$ cat config.mk
export PLATFORM = sky130hd
export DESIGN_NAME = fp_div_seq
export DESIGN_NICKNAME = d
export VERILOG_FILES = /design/src/rtl/fp_div_seq.sv
export SDC_FILE = /design/constraint.sdc
export NUM_CORES = 1
export LEC_CHECK = 0
export ABC_AREA = 1
export CORE_AREA = 2 2 163 165
export DETAILED_ROUTE_END_ITERATION = 8
export DIE_AREA = 0 0 165 167
export PLACE_DENSITY_LB_ADDON = 0.3
export SYNTH_ARGS = -nofsm -noshare
export SYNTH_HDL_FRONTEND = slang
export SYNTH_SLANG_ARGS = --single-unit
export TNS_END_PERCENT = 50
$ cat constraint.sdc
create_clock -name clk -period 3.5 [get_ports clk]
set_input_delay 0.875 -clock clk [delete_from_list [all_inputs] [get_ports clk]]
set_output_delay 0.875 -clock clk [all_outputs]
set_load 0.005 [all_outputs]
$ cat src/rtl/fp_div_seq.sv
// Sequential binary16/binary32 divider: special-operand screening, restoring
// division one quotient bit per clock, normalisation and exponent range check.
module fp_div_seq (
  input  logic        clk,
  input  logic        rst,
  input  logic        start,
  input  logic        MODE_FP,
  input  logic        SIGN_A,
  input  logic        SIGN_B,
  input  logic [7:0]  EXP_A,
  input  logic [7:0]  EXP_B,
  input  logic [22:0] MANT_A,
  input  logic [22:0] MANT_B,
  output logic        busy,
  output logic        done,
  output logic        sign,
  output logic [8:0]  exp,
  output logic [22:0] mant,
  output logic [4:0]  FLAGS
);

  typedef enum logic [2:0] {
    S_IDLE   = 3'd0,
    S_CHECK  = 3'd1,
    S_DIVIDE = 3'd2,
    S_NORM   = 3'd3,
    S_DONE   = 3'd4
  } state_t;

  state_t      state_q, state_d;
  logic        mode_q, mode_d, sa_q, sa_d, sb_q, sb_d;
  logic [7:0]  ea_q, ea_d, eb_q, eb_d;
  logic [22:0] ma_q, ma_d, mb_q, mb_d;
  logic [25:0] rem_q, rem_d, quo_q, quo_d;
  logic [23:0] dvs_q, dvs_d;
  logic [4:0]  cnt_q, cnt_d;
  logic        first_q, first_d;
  logic [9:0]  e_q, e_d;
  logic        busy_q, busy_d, done_q, done_d, sign_q, sign_d;
  logic [8:0]  exp_q, exp_d;
  logic [22:0] mant_q, mant_d;
  logic [4:0]  flags_q, flags_d;

  logic        accept_s;
  logic [7:0]  ea_s, eb_s, ones_s;
  logic [22:0] ma_s, mb_s, qnan_s;
  logic [23:0] siga_s, sigb_s;
  logic [9:0]  bias_s, max_s, e_calc_s, e_norm_s;
  logic [4:0]  k_s;
  logic        a_zero_s, a_inf_s, a_nan_s, b_zero_s, b_inf_s, b_nan_s;
  logic [25:0] shifted_s, diff_s;
  logic        ge_s;
  logic [22:0] frac_s;
  logic        lost_s, ovf_s, unf_s;

  // Format-dependent views of the latched operands
  always_comb begin
    if (mode_q) begin
      ea_s   = ea_q;
      eb_s   = eb_q;
      ma_s   = ma_q;
      mb_s   = mb_q;
      siga_s = {1'b1, ma_q};
      sigb_s = {1'b1, mb_q};
      ones_s = 8'd255;
      qnan_s = 23'h400000;
      bias_s = 10'd127;
      max_s  = 10'd254;
      k_s    = 5'd26;
    end else begin
      ea_s   = {3'b000, ea_q[4:0]};
      eb_s   = {3'b000, eb_q[4:0]};
      ma_s   = {13'd0, ma_q[9:0]};
      mb_s   = {13'd0, mb_q[9:0]};
      siga_s = {13'd0, 1'b1, ma_q[9:0]};
      sigb_s = {13'd0, 1'b1, mb_q[9:0]};
      ones_s = 8'd31;
      qnan_s = 23'h000200;
      bias_s = 10'd15;
      max_s  = 10'd30;
      k_s    = 5'd13;
    end
  end

  assign a_zero_s = (ea_s == 8'd0);
  assign b_zero_s = (eb_s == 8'd0);
  assign a_nan_s  = (ea_s == ones_s) && (ma_s != 23'd0);
  assign b_nan_s  = (eb_s == ones_s) && (mb_s != 23'd0);
  assign a_inf_s  = (ea_s == ones_s) && (ma_s == 23'd0);
  assign b_inf_s  = (eb_s == ones_s) && (mb_s == 23'd0);
  assign e_calc_s = {2'b00, ea_s} - {2'b00, eb_s} + bias_s;
  assign accept_s = start && ((state_q == S_IDLE) || (state_q == S_DONE));

  // The first restoring step compares the undoubled dividend (weight 2^0)
  assign shifted_s = first_q ? rem_q : {rem_q[24:0], 1'b0};
  assign diff_s    = shifted_s - {2'b00, dvs_q};
  assign ge_s      = (shifted_s >= {2'b00, dvs_q});

  // Normalise the quotient: leading bit at K-1 or K-2
  always_comb begin
    if (mode_q) begin
      if (quo_q[25]) begin
        frac_s   = quo_q[24:2];
        lost_s   = |quo_q[1:0];
        e_norm_s = e_q;
      end else begin
        frac_s   = quo_q[23:1];
        lost_s   = quo_q[0];
        e_norm_s = e_q - 10'd1;
      end
    end else begin
      if (quo_q[12]) begin
        frac_s   = {13'd0, quo_q[11:2]};
        lost_s   = |quo_q[1:0];
        e_norm_s = e_q;
      end else begin
        frac_s   = {13'd0, quo_q[10:1]};
        lost_s   = quo_q[0];
        e_norm_s = e_q - 10'd1;
      end
    end
  end

  assign ovf_s = $signed(e_norm_s) > $signed(max_s);
  assign unf_s = $signed(e_norm_s) < $signed(10'sd1);

  // Next-state, datapath and result selection
  always_comb begin
    state_d = state_q;
    mode_d  = mode_q;  sa_d = sa_q;  sb_d = sb_q;
    ea_d    = ea_q;    eb_d = eb_q;  ma_d = ma_q;  mb_d = mb_q;
    rem_d   = rem_q;   quo_d = quo_q; dvs_d = dvs_q;
    cnt_d   = cnt_q;   first_d = first_q; e_d = e_q;
    sign_d  = sign_q;  exp_d = exp_q; mant_d = mant_q; flags_d = flags_q;
    if (accept_s) begin
      mode_d  = MODE_FP;
      sa_d    = SIGN_A;
      sb_d    = SIGN_B;
      ea_d    = EXP_A;
      eb_d    = EXP_B;
      ma_d    = MANT_A;
      mb_d    = MANT_B;
      state_d = S_CHECK;
    end else begin
      case (state_q)
        S_IDLE: state_d = S_IDLE;
        S_CHECK: begin
          state_d = S_DONE;
          sign_d  = sa_q ^ sb_q;
          exp_d   = 9'd0;
          mant_d  = 23'd0;
          flags_d = 5'b00000;
          if (a_nan_s || b_nan_s || (a_zero_s && b_zero_s) || (a_inf_s && b_inf_s)) begin
            sign_d  = 1'b0;
            exp_d   = {1'b0, ones_s};
            mant_d  = qnan_s;
            flags_d = 5'b00010;
          end else if (!a_zero_s && !a_inf_s && b_zero_s) begin
            exp_d   = {1'b0, ones_s};
            flags_d = 5'b00100;
          end else if (a_inf_s) begin
            exp_d   = {1'b0, ones_s};
          end else if (a_zero_s || b_inf_s) begin
            exp_d   = 9'd0;
          end else begin
            sign_d  = sign_q;
            exp_d   = exp_q;
            mant_d  = mant_q;
            flags_d = flags_q;
            rem_d   = {2'b00, siga_s};
            dvs_d   = sigb_s;
            quo_d   = 26'd0;
            cnt_d   = k_s;
            first_d = 1'b1;
            e_d     = e_calc_s;
            state_d = S_DIVIDE;
          end
        end
        S_DIVIDE: begin
          quo_d   = {quo_q[24:0], ge_s};
          rem_d   = ge_s ? diff_s : shifted_s;
          first_d = 1'b0;
          cnt_d   = cnt_q - 5'd1;
          if (cnt_q == 5'd1) begin
            state_d = S_NORM;
          end else begin
            state_d = S_DIVIDE;
          end
        end
        S_NORM: begin
          state_d = S_DONE;
          sign_d  = sa_q ^ sb_q;
          if (ovf_s) begin
            exp_d   = {1'b0, ones_s};
            mant_d  = 23'd0;
            flags_d = 5'b10001;
          end else if (unf_s) begin
            exp_d   = 9'd0;
            mant_d  = 23'd0;
            flags_d = 5'b01001;
          end else begin
            exp_d   = e_norm_s[8:0];
            mant_d  = frac_s;
            flags_d = {4'b0000, lost_s | (rem_q != 26'd0)};
          end
        end
        S_DONE:  state_d = S_IDLE;
        default: state_d = S_IDLE;
      endcase
    end
    busy_d = (state_d == S_CHECK) || (state_d == S_DIVIDE) || (state_d == S_NORM);
    done_d = (state_d == S_DONE);
  end

  // State and datapath registers
  always_ff @(posedge clk) begin
    if (rst) begin
      state_q <= S_IDLE;
      mode_q  <= 1'b0;  sa_q <= 1'b0;  sb_q <= 1'b0;
      ea_q    <= 8'd0;  eb_q <= 8'd0;  ma_q <= 23'd0; mb_q <= 23'd0;
      rem_q   <= 26'd0; quo_q <= 26'd0; dvs_q <= 24'd0;
      cnt_q   <= 5'd0;  first_q <= 1'b0; e_q <= 10'd0;
      busy_q  <= 1'b0;  done_q <= 1'b0; sign_q <= 1'b0;
      exp_q   <= 9'd0;  mant_q <= 23'd0; flags_q <= 5'd0;
    end else begin
      state_q <= state_d;
      mode_q  <= mode_d;  sa_q <= sa_d;  sb_q <= sb_d;
      ea_q    <= ea_d;    eb_q <= eb_d;  ma_q <= ma_d;  mb_q <= mb_d;
      rem_q   <= rem_d;   quo_q <= quo_d; dvs_q <= dvs_d;
      cnt_q   <= cnt_d;   first_q <= first_d; e_q <= e_d;
      busy_q  <= busy_d;  done_q <= done_d; sign_q <= sign_d;
      exp_q   <= exp_d;   mant_q <= mant_d; flags_q <= flags_d;
    end
  end

  assign busy  = busy_q;
  assign done  = done_q;
  assign sign  = sign_q;
  assign exp   = exp_q;
  assign mant  = mant_q;
  assign FLAGS = flags_q;

endmodule

# Word-level counts from Yosys, hierarchy flattened
# Index checks and enable logic that the tools add are counted.
dict set report classes {
  addsub 5
  n_lt_le_gt_ge 3
  n_eq_ne 16
  muxes 75
  bitwise 7
  n_reduce_logical 32
}
# op n
set op_table {}
lappend op_table {{26-bit 2-to-1 mux} 10}
lappend op_table {{23-bit 2-to-1 mux} 11}
lappend op_table {{26-bit case mux with 2 select lines} 2}
lappend op_table {{9-bit 2-to-1 mux} 6}
lappend op_table {{5-bit 2-to-1 mux} 10}
lappend op_table {{24-bit 2-to-1 mux} 2}
lappend op_table {{23-bit logical NOT} 2}
lappend op_table {{23-bit case mux with 2 select lines} 1}
lappend op_table {{23-bit nonzero test} 2}
lappend op_table {{10-bit 2-to-1 mux} 4}
lappend op_table {{8-bit 2-to-1 mux} 4}
lappend op_table {{26-bit by 24-bit >= comparator with 1-bit output} 1}
lappend op_table {{26-bit nonzero test} 1}
lappend op_table {{26-bit by 24-bit subtractor with 26-bit output} 1}
lappend op_table {{5-bit case mux with 2 select lines} 2}
lappend op_table {{9-bit case mux with 2 select lines} 1}
lappend op_table {{8-bit == test} 2}
lappend op_table {{8-bit logical NOT} 2}
lappend op_table {{3-bit 2-to-1 mux} 5}
lappend op_table {{3-bit by 2-bit == test with 1-bit output, second input constant} 4}
lappend op_table {{1-bit 2-to-1 mux} 12}
lappend op_table {{6-bit AND reduction} 2}
lappend op_table {{10-bit adder} 1}
lappend op_table {{10-bit > comparator} 1}
lappend op_table {{23 further kinds} 49}
dict set report totals {
  ff_bits 200
  out_inout_bits 40
}

# Depth between registers and ports, before layout
# Gate-level depths: netlist (run 1).
dict set report depth {
  word_depth 13
  ltp_mapped 21
}

# Worst setup path before layout (run 1)
# No wires, ideal clock.
dict set report synth_timing {
  kind {flip-flop to flip-flop}
  start {register first_q}
  end {register rem_q[18]}
  t_arrival_ns 2.955
  required_time_ns 3.430
  slack_ns 0.475
  stages_incl_launch_ff 21
  n_path_buf 4
  period_less_slack_ns 3.025
  path_cell_list {dfxtp_1 clkbuf_1 clkbuf_1 nand2_1 ha_1 fa_1 inv_1 nand3_1 nand2_1 nand2_1 nand2_1 nand2_1 nand2_1 nand3_1 nand3_2 buf_2 buf_6 nand2_1 o21ai_0 nand2_1 a21oi_1}
}
dict set report synth_via {
  elab_chain_len 4
}
# element line_no
set synth_lines {}
lappend synth_lines {{from (decl)} 37} ;# logic first_q, first_d;
lappend synth_lines {{from (signal assigned)} 222} ;# cnt_q <= 5'd0; first_q <= 1'b0; e_q <= 10'd0;
lappend synth_lines {{from (signal assigned)} 230} ;# cnt_q <= cnt_d; first_q <= first_d; e_q <= e_d;
lappend synth_lines {{26-bit 2-to-1 mux *} 95} ;# assign shifted_s = first_q ? rem_q : {rem_q[24:0], 1'b0};
lappend synth_lines {{26-bit by 24-bit subtractor with 26-bit output or 26-bit by 24-bit >= comparator with 1-bit output (tied branches)} {96, 97}}
lappend synth_lines {{26-bit 2-to-1 mux *} 181} ;# rem_d = ge_s ? diff_s : shifted_s;
lappend synth_lines {{26-bit case mux with 2 select lines *} 145} ;# case (state_q)
lappend synth_lines {{to (signal assigned)} 229} ;# rem_q <= rem_d; quo_q <= quo_d; dvs_q <= dvs_d;
lappend synth_lines {{to (decl)} 34} ;# logic [25:0] rem_q, rem_d, quo_q, quo_d;
# Mark *: on every way between the ends. The rest lies on a longest branch, timed or not.
# A chain may end at the register's enable or synchronous reset.

# Final worst setup path (run 1)
dict set report layout_timing {
  start {register eb_q[0]}
  end {register e_q[9]}
}
dict set report layout_via {
  elab_chain_len 8
}
# element line_no
set layout_lines {}
lappend layout_lines {{from (decl)} 32} ;# logic [7:0] ea_q, ea_d, eb_q, eb_d;
lappend layout_lines {{from (signal assigned)} 220} ;# ea_q <= 8'd0; eb_q <= 8'd0; ma_q <= 23'd0; mb_q <= 23'd0;
lappend layout_lines {{from (signal assigned)} 228} ;# ea_q <= ea_d; eb_q <= eb_d; ma_q <= ma_d; mb_q <= mb_d;
lappend layout_lines {{8-bit 2-to-1 mux *} 58} ;# if (mode_q) begin
lappend layout_lines {{branches (longest 7 deep; another with 10-bit adder)} -}
lappend layout_lines {{to (signal assigned)} 222}
lappend layout_lines {{to (signal assigned)} 230}
lappend layout_lines {{to (decl)} 38} ;# logic [9:0] e_q, e_d;
# Mark *: on every way between the ends.

==> results of run 1 <==
cell type report:
class | count | area (µm²) | area share (%)
Multi-Input combinational cell | 1211 | 6280 | 47.4
Sequential cell | 200 | 4000 | 30.2
Timing Repair Buffer | 124 | 1220 | 9.20
Inverter | 188 | 708 | 5.35
Clock buffer | 17 | 425 | 3.21
Tap cell | 335 | 419 | 3.17
Clock inverter | 15 | 191 | 1.45
layout by cell type (no fill, tap or decap), types with 3 or more instances in the layout:
| cell | n |
|---|---|
| nand2_1 | 361 |
| a21oi_1 | 204 |
| dfxtp_1 | 200 |
| o21ai_0 | 190 |
| inv_1 | 176 |
| nor2_1 | 165 |
| clkdlybuf4s50_1 | 106 |
| nand3_1 | 60 |
| ha_1 | 39 |
| nand4_1 | 24 |
| xor2_1 | 17 |
| clkbuf_16 | 17 |
| o21ai_1 | 15 |
| a31oi_1 | 15 |
| buf_4 | 15 |
| xnor2_1 | 13 |
| nand3_2 | 12 |
| nor3_1 | 11 |
| a211oi_1 | 10 |
| a21oi_2 | 10 |
| inv_2 | 9 |
| nor4_1 | 7 |
| nand2_2 | 6 |
| o21bai_1 | 6 |
| clkinv_8 | 6 |
| o211ai_1 | 4 |
| or2_2 | 3 |
| nand3_4 | 3 |
| nand3b_1 | 3 |
| a22oi_1 | 3 |
sequential cells by signal, indices dropped and copies added, names as in the netlist:
name     cells
quo_q       26
rem_q       26
dvs_q       24
ma_q        23
mant        23
mb_q        23
e_q         10
exp          9
ea_q         8
eb_q         8
FLAGS        5
cnt_q        5
state_q      3
busy         1
done         1
first_q      1
mode_q       1
sa_q         1
sb_q         1
sign         1
cells in the mapped netlist (3+ instances only):
cell type    n
o21ai_0    190
a22oi_1      3
o21ai_1     15
or2_2        3
dfxtp_1    200
a21oi_1    204
nor4_1       7
buf_4        9
nand3_2     12
buf_2       12
o21bai_1     6
a21oi_2     10
nand2_1    361
nor3_1      12
a211oi_1    10
inv_1      177
o211ai_1     4
buf_6       10
clkbuf_1    49
nand2_2      6
nand3_1     61
nor2_1     165
xnor2_1     13
xor2_1      17
inv_2        8
a31oi_1     15
nand4_1     24
ha_1        39
nand3b_1     3
buf_1        4
through the flow:
stage,total power [µW],utilization [%]
floorplan,5450,-
global placement,6240,49.0
detailed placement,6250,49.0
CTS,8290,51.4
global route,8880,51.4
finish,8310,51.4
metal layers:
| layer | track usage, % | part of all wire (%) |
|---|---|---|
| met4 | 6.05 | 1.5 |
| met3 | 3.49 | 4.7 |
| met1 | 33.5 | 49 |
| met2 | 37.5 | 45 |
| met5 | 0 | 0.025 |
path summary, 6_finish.rpt:
check | endpoint | cells after the start | slack (ns) | startpoint
max | e_q[9] | 17 | 0.38 | eb_q[0]
min | exp[8] | 2 | 0.45 | exp[8]
max reg2reg | e_q[9] | 17 | 0.38 | eb_q[0]
min reg2reg | exp[8] | 2 | 0.45 | exp[8]
logic make-up (layout without fill, tap and decap cells):
kind of cell    after synthesis  count (layout)  share of synthesized area, %
mux                           2               2                         0.175
buf+inv                     273             344                          10.2
flops                       200             200                          35.0
fa+ha+maj                    41              41                          4.62
simple gates                669             669                          25.5
xor+xnor                     31              31                          2.44
compound gates              468             468                          22.0
worst reg2reg max path, stage by stage, from the launching register on:
cell,delay [ns]
dfxtp_1,0.43
ha_1,0.19
inv_1,0.06
fa_1,0.39
a21oi_1,0.16
o21ai_0,0.15
nand2_1,0.09
nand2_1,0.05
nand2_1,0.05
nand2_1,0.06
or2_2,0.27
nand2_1,0.06
inv_1,0.04
ha_1,0.37
nand2_1,0.07
o21ai_0,0.28
a21oi_1,0.13
o21a_1,0.18
power breakdown:
group / switching [µW] / internal (µW)
combinational: 2430 / 1230
clock: 1060 / 979
sequential: 151 / 2460
==> impl.org, run 1 <==
** Floorplan
- From bottom edge to top edge, the die measures 167 µm.
- Overall die width :: about 170 µm
- Once the floorplan was initialized, standard cells occupied 44.4% of the core.
- FP Rows :: 59
- Area of the core :: 25800 µm²
- Full die area :: between 20000 and 30000 µm²
- Io pins :: 108

** Synthesis
- The synthesized design contains 0 enable-type register cells.
- After synthesis the netlist holds a flip-flop and latch count of 200.
- Async set or reset register ratio after synthesis :: 0%
- Synthesis warning total :: 0
- Synthesis handed over a netlist of ~1700 instances.
- When the netlist entered floorplanning its net count stood at about 1800.
- Post-synth top flop :: dfxtp_1
- Syn Std Cell Area :: ~11000 µm²
- Of the synthesized area, sequential elements account for a little over a third.
- Post-synthesis cell type count :: 55
- In this run the mean area of a mapped cell was a little under 7 µm².
- Post-synth top area share :: a little over a third
- The biggest area contributor in the post-synthesis netlist is dfxtp_1.
- Top cells by area, synth :: dfxtp_1 (35%), nand2_1 (12%), a21oi_1 (8.9%)

** Clocking
- The H-tree was split into 4 levels.
- No sink is reached through more buffers than the 2 on the longest clock path.
- Clk Latency, worst-skew pair :: about 0.45 ns
- TritonCTS built the clock tree.
- The cell sitting at the root of the clock tree is a clkbuf_16.
- Counting every sink on the clock net gives 200.
- In this run, post-CTS repair resized a total of 0 instances.
- Worst-path clk slew :: approximately 0.09 ns
- Cts bufs inserted :: 17
- After clock tree synthesis, the setup repair step added 0 buffers.
- Hold repair after CTS inserted 0 buffers.

** Critical path
- Largest fanout on the critical path :: 5
- Together, buffers and inverters on the worst path number 2.
- By instance count, the cell type seen most on the critical path is nand2_1.
- Cells traversed along the worst timing path :: ha_1 > inv_1 > fa_1 > a21oi_1 > o21ai_0 > nand2_1 > nand2_1 > nand2_1 > nand2_1 > or2_2 > nand2_1 > inv_1 > ha_1 > nand2_1 > o21ai_0 > a21oi_1 > o21a_1
- Startpoint type of the worst setup path :: register
- The cell family contributing the most delay on the critical path is adder cells.
- Worst path arrival time :: approximately 3.5 ns
- The worst setup path is captured at a register.
- Slowest cell on crit path :: dfxtp_1
- At the worst endpoint, the required time is 3.86 ns.
- Critical path type :: reg -> reg
- In this design, the stage delay of the slowest critical-path cell is 0.43 ns.

** Final layout
- Fill cells :: roughly 2600
- Area Overhead vs Synth :: 15.9%
- Cells with a size suffix above 1 make up between 6 and 7% of the layout.
- Cell Count, Final, Fillers Out :: 2090
- Final design instance area without fill :: ~13000 µm²
- Antenna diode count :: 0
- Total number of nets in the final design :: around 1900

** Timing
- Tightest slew margin relative to the limit :: a little under a third
- Worst Max-Slew Pin Slew :: 1.02 ns
- Clock period minus final worst setup slack :: approximately 3.1 ns
- Number of slew-limit violations in the final report :: 0
- The worst path uses approximately 89% of the clock period.
- Timing would allow up to 320 MHz.
- Number of hold-slack violations in the final timing report :: 0
- For the final routed database, the setup TNS stands at 0 ns.
- Final Setup Violations :: 0
- RSZ-0062 raised after global routing :: no
- The worst path meets setup with ~0.38 ns of slack.
- Setup skew after layout :: ~0.013 ns
- Final hold analysis gives a worst-case slack of roughly 0.45 ns.

** Route
- Routed Wire Length :: approximately 32 mm
- Number of vias per cell :: 5.28
- The detailed router finished its first iteration with 910 violations.
- Number of search-and-repair iterations in the first detailed-routing pass :: 6
- Remaining design rule violation count :: 0
- The final route contains 11000 vias.
- In the final routed layout, each cell accounts on average for about 15 µm.
- ANT nets after route :: 0

** GRT
- Global-route usage over all layers :: 23.6%
- Vias in the first global route :: 10200
- Wire length of the first global-routing pass :: about 52 mm
- Maximum number of pins on one net before global-route repair :: ~110
- The number of antenna violations at the first check in global routing came to 1.
- GR Overflow Total :: 0

** Place
- Detailed placement finished with a half-perimeter wire length of around 24 mm.
- Total of buffers placed on input and output ports :: 107
- GPL Wtd Cong :: between 0.9 and 1
- Summing all placed instances gives a cell area of 12600 µm².
- Worst slack, placed :: 0.442 ns
- After detailed placement, the design holds a cell count of around 2000.

** Power
- Ratio of total power to cell area :: ~630 nW/µm²
- The analysis attributes to cell leakage a power of between 0.005 and 0.006 µW.
- Highest ir drop seen on vdd :: just over 300 µV

** Worst hold path
- Worst Hold Class :: reg -> reg

** Run status
- The run finished with clean final reports.

** Flow run
- The tool flagged a number of max-cap violations equal to 0.
(Power assumes the default switching activity.)
==> inputs of run 2 (changes only) <==
Settings changed: GPL_TIMING_DRIVEN from default to 0, SLEW_MARGIN from default to 20.
==> impl.org, run 2 (synthesized netlist as in run 1, its figures left out) <==
** Timing
- Number of slew-limit violations in the final report :: 0 (unchanged)
- Clock period minus final worst setup slack :: 3.30 ns (was 3.12 ns)
- Final clock period utilization by the worst path :: 94.3% (was 89.1%)
- The fmax was 303 MHz (was 320 MHz).
- The setup slack after layout is 0.200 ns (was 0.380 ns).
- The headroom to the max-slew limit is 51.2% (was 32.0%).
- The final count of negative-setup-slack endpoints came to 0 (unchanged).
- The summed negative setup slack over all endpoints is 0 ns (unchanged).
- Setup skew after layout :: 0.0165 ns (was 0.0131 ns)
- The hold violation total from the final report is 0 (unchanged).
- Worst Max-Slew Pin Slew :: 0.732 ns (was 1.02 ns)

** Route
- Number of search-and-repair iterations in the first detailed-routing pass :: 6 (unchanged)
- The iteration-0 DRC count of the detailed router is 791 (was 910).
- The remaining routing DRC violations came to 0 (unchanged).
- The wire length after detailed routing is 34.9 mm (was 32.3 mm).
- The per-cell via count in the routed design was 5.41 (was 5.28).
- ANT nets after route :: 0 (unchanged)
- Mean routed wirelength per cell :: 16.2 µm (was 15.4 µm)
- The via total after detailed routing is 11700 (was 11000).

** Floorplan
- Io pins :: 108 (unchanged)
- The number of rows in the core area was 59 (unchanged).
- Starting density of the core :: 44.4% (unchanged)
- Area of the core :: 25800 µm² (unchanged)
- The die height came to 167 µm (unchanged).
- Overall die width :: 165 µm (unchanged)
- Full die area :: 27600 µm² (unchanged)

** Critical path
- Capturing element type of the critical path :: register (unchanged)
- Startpoint type of the worst setup path :: register (unchanged)
- The highest fanout seen on the critical path was 10 (was 5).
- Reg-to-Reg End :: rem_q[10] (was e_q[9])
- Worst path arrival time :: 3.67 ns (was 3.48 ns)
- The startpoint of the worst register-to-register path was first_q (was eb_q[0]).
- The length in cells of the worst reg-to-reg path was 19 (was 17).
- The critical path start-end classification was reg -> reg (unchanged).
- Worst R2R Setup Slack :: 0.20 ns (was 0.38 ns)
- Data required time of the worst path :: 3.87 ns (was 3.86 ns)

** Clocking
- # H-tree levels :: 4 (unchanged)
- Sink count of the clock tree :: 200 (unchanged)
- Cell at the root of the clock tree :: clkbuf_16 (unchanged)
- The TritonCTS clock tree is done (unchanged).
- The maximum buffer depth of the clock tree is 2 (unchanged).
- Clk Latency, worst-skew pair :: 0.44 ns (was 0.45 ns)
- The number of clock buffers inserted by TritonCTS came to 17 (unchanged).
- Worst-path clk slew :: 0.08 ns (was 0.09 ns)
- Post-CTS Setup Inserts :: 0 (unchanged)

** Final layout
- The leading cell type in the layout, fill and taps excluded is nand2_1 (unchanged).
- Largest registers ranked by flip-flop count :: quo_q (26), rem_q (26), dvs_q (24) (unchanged)
- The share of the core filled with cells is 52.7% (was 51.4%).
- The signed area change from the synthesized netlist to the final layout came to 18.7% (was 15.9%).
- Fill cells :: 2532 (was 2572)
- Antenna diode count :: 0 (unchanged)
- Share of post-route cells with drive strength above 1 :: 7.46% (was 6.38%)
- Commonest cells after routing, fill and taps aside: nand2_1 (358), a21oi_1 (204), dfxtp_1 (199) (was nand2_1 (361), a21oi_1 (204), dfxtp_1 (200)).
- The post-route cell area is 13600 µm² (was 13200 µm²).
- Total number of nets in the final design :: 1919 (was 1851)

** Power
- Power after layout :: 8550 µW (was 8310 µW)
- Leakage power of the design :: 0.00557 µW (was 0.00541 µW)
- Ratio of total power to cell area :: 630 nW/µm² (was 628 nW/µm²)
- Highest ir drop seen on vdd :: 346 µV (was 306 µV)

** Worst hold path
- Worst Hold Class :: reg -> reg (unchanged)
- The worst hold endpoint is exp[8] (unchanged).
- The instance count along the most critical hold path was 2 (unchanged).
- Hold_sp :: exp[8] (unchanged)

** GRT
- Global routing met3 resource utilization :: 3.44% (was 3.49%)
- Wire length of the first global-routing pass :: 55.6 mm (was 52.3 mm)
- The met2 usage came to 40.7% (was 37.5%).
- The via count of the first global-routing pass is 10900 (was 10200).
- The maximum number of pins on one net before global-route repair came to 22 (was 106).
- Initial antenna violation count :: 0 (was 1)
- The global-route usage over all layers came to 25.6% (was 23.6%).
- Busiest grt layer :: met2 (unchanged)
- The met1 capacity usage during global routing was 34.8% (was 33.5%).
- GR Overflow Total :: 0 (unchanged)

** Place
- The placed instance area came to 12900 µm² (was 12600 µm²).
- The placer congestion estimate came to 0.985 (was 0.945).
- Detailed-placement wirelength estimate :: 27.8 mm (was 23.6 mm)
- The setup slack after placement came to -0.365 ns (was 0.442 ns).
- Total of buffers placed on input and output ports :: 107 (unchanged)

** Run status
- Result of the run: completed (unchanged).

** Flow run
- Max Cap Viol :: 0 (unchanged)
## run 2: power by group
part	switching [µW]	internal, µW
registers	145	2460
clock network	1010	995
logic	2560	1380
total	3720	4840
## run 2: timing repair
action | 4_1_cts | 5_1_grt
pin swaps | 0 | 1
setup endpoints to repair | 27 | 26
hold buffers | 0 | 0
resized for setup | 5 | 18
## run 2: through the flow
step / hold slack (ns) / std cells
floorplan: 0.434 / 1684
finish: 0.447 / 2158
detailed placement: 0.437 / 2126
CTS: 0.448 / 2158
global route: 0.467 / 2158
global placement: 0.439 / 2126
## run 2: per-layer routing
metal	vias up	wire [µm]	part of all wire [%]
met5	-	0	0
met4	0	1300	3.7
met3	67	1960	5.6
met2	383	15700	45
met1	5407	16000	46
li1	5813	-	-
## run 2: area by class of cell
class / count / area [µm²] / area share (%)
Inverter: 188 / 708 / 5.22
Buffer: 85 / 477 / 3.51
Clock inverter: 14 / 176 / 1.30
Sequential cell: 200 / 4010 / 29.5
Tap cell: 335 / 419 / 3.09
Multi-Input combinational cell: 1211 / 6270 / 46.2
Clock buffer: 18 / 439 / 3.24
Timing Repair Buffer: 107 / 1070 / 7.89
## run 2: worst max-delay path: stages, from the launching register on
cell,delay [ns]
dfxtp_2,0.36
buf_4,0.18
buf_4,0.19
nand2_1,0.09
ha_2,0.22
fa_1,0.40
inv_1,0.10
nand3_1,0.08
nand2_2,0.13
nand2_1,0.08
nand2_2,0.11
nand2_1,0.08
nand2_2,0.10
nand3_1,0.10
nand3_2,0.13
inv_1,0.11
clkbuf_4,0.22
o211ai_1,0.30
o21ai_0,0.13
a21oi_1,0.13
## run 2: worst max path at each step
| stage | from | slack, ns | endpoint | cells after the start |
|---|---|---|---|---|
| 4_1_cts | first_q | 0.03 | rem_q[10] | 19 |
| 6_report | first_q | 0.20 | rem_q[10] | 19 |
| 3_5_place_dp | first_q | -0.37 | rem_q[8] | 17 |
| 5_1_grt | first_q | -0.04 | rem_q[10] | 18 |
| 2_1_floorplan | first_q | 0.48 | rem_q[18] | 20 |
| 3_3_place_gp | first_q | -0.30 | rem_q[10] | 19 |
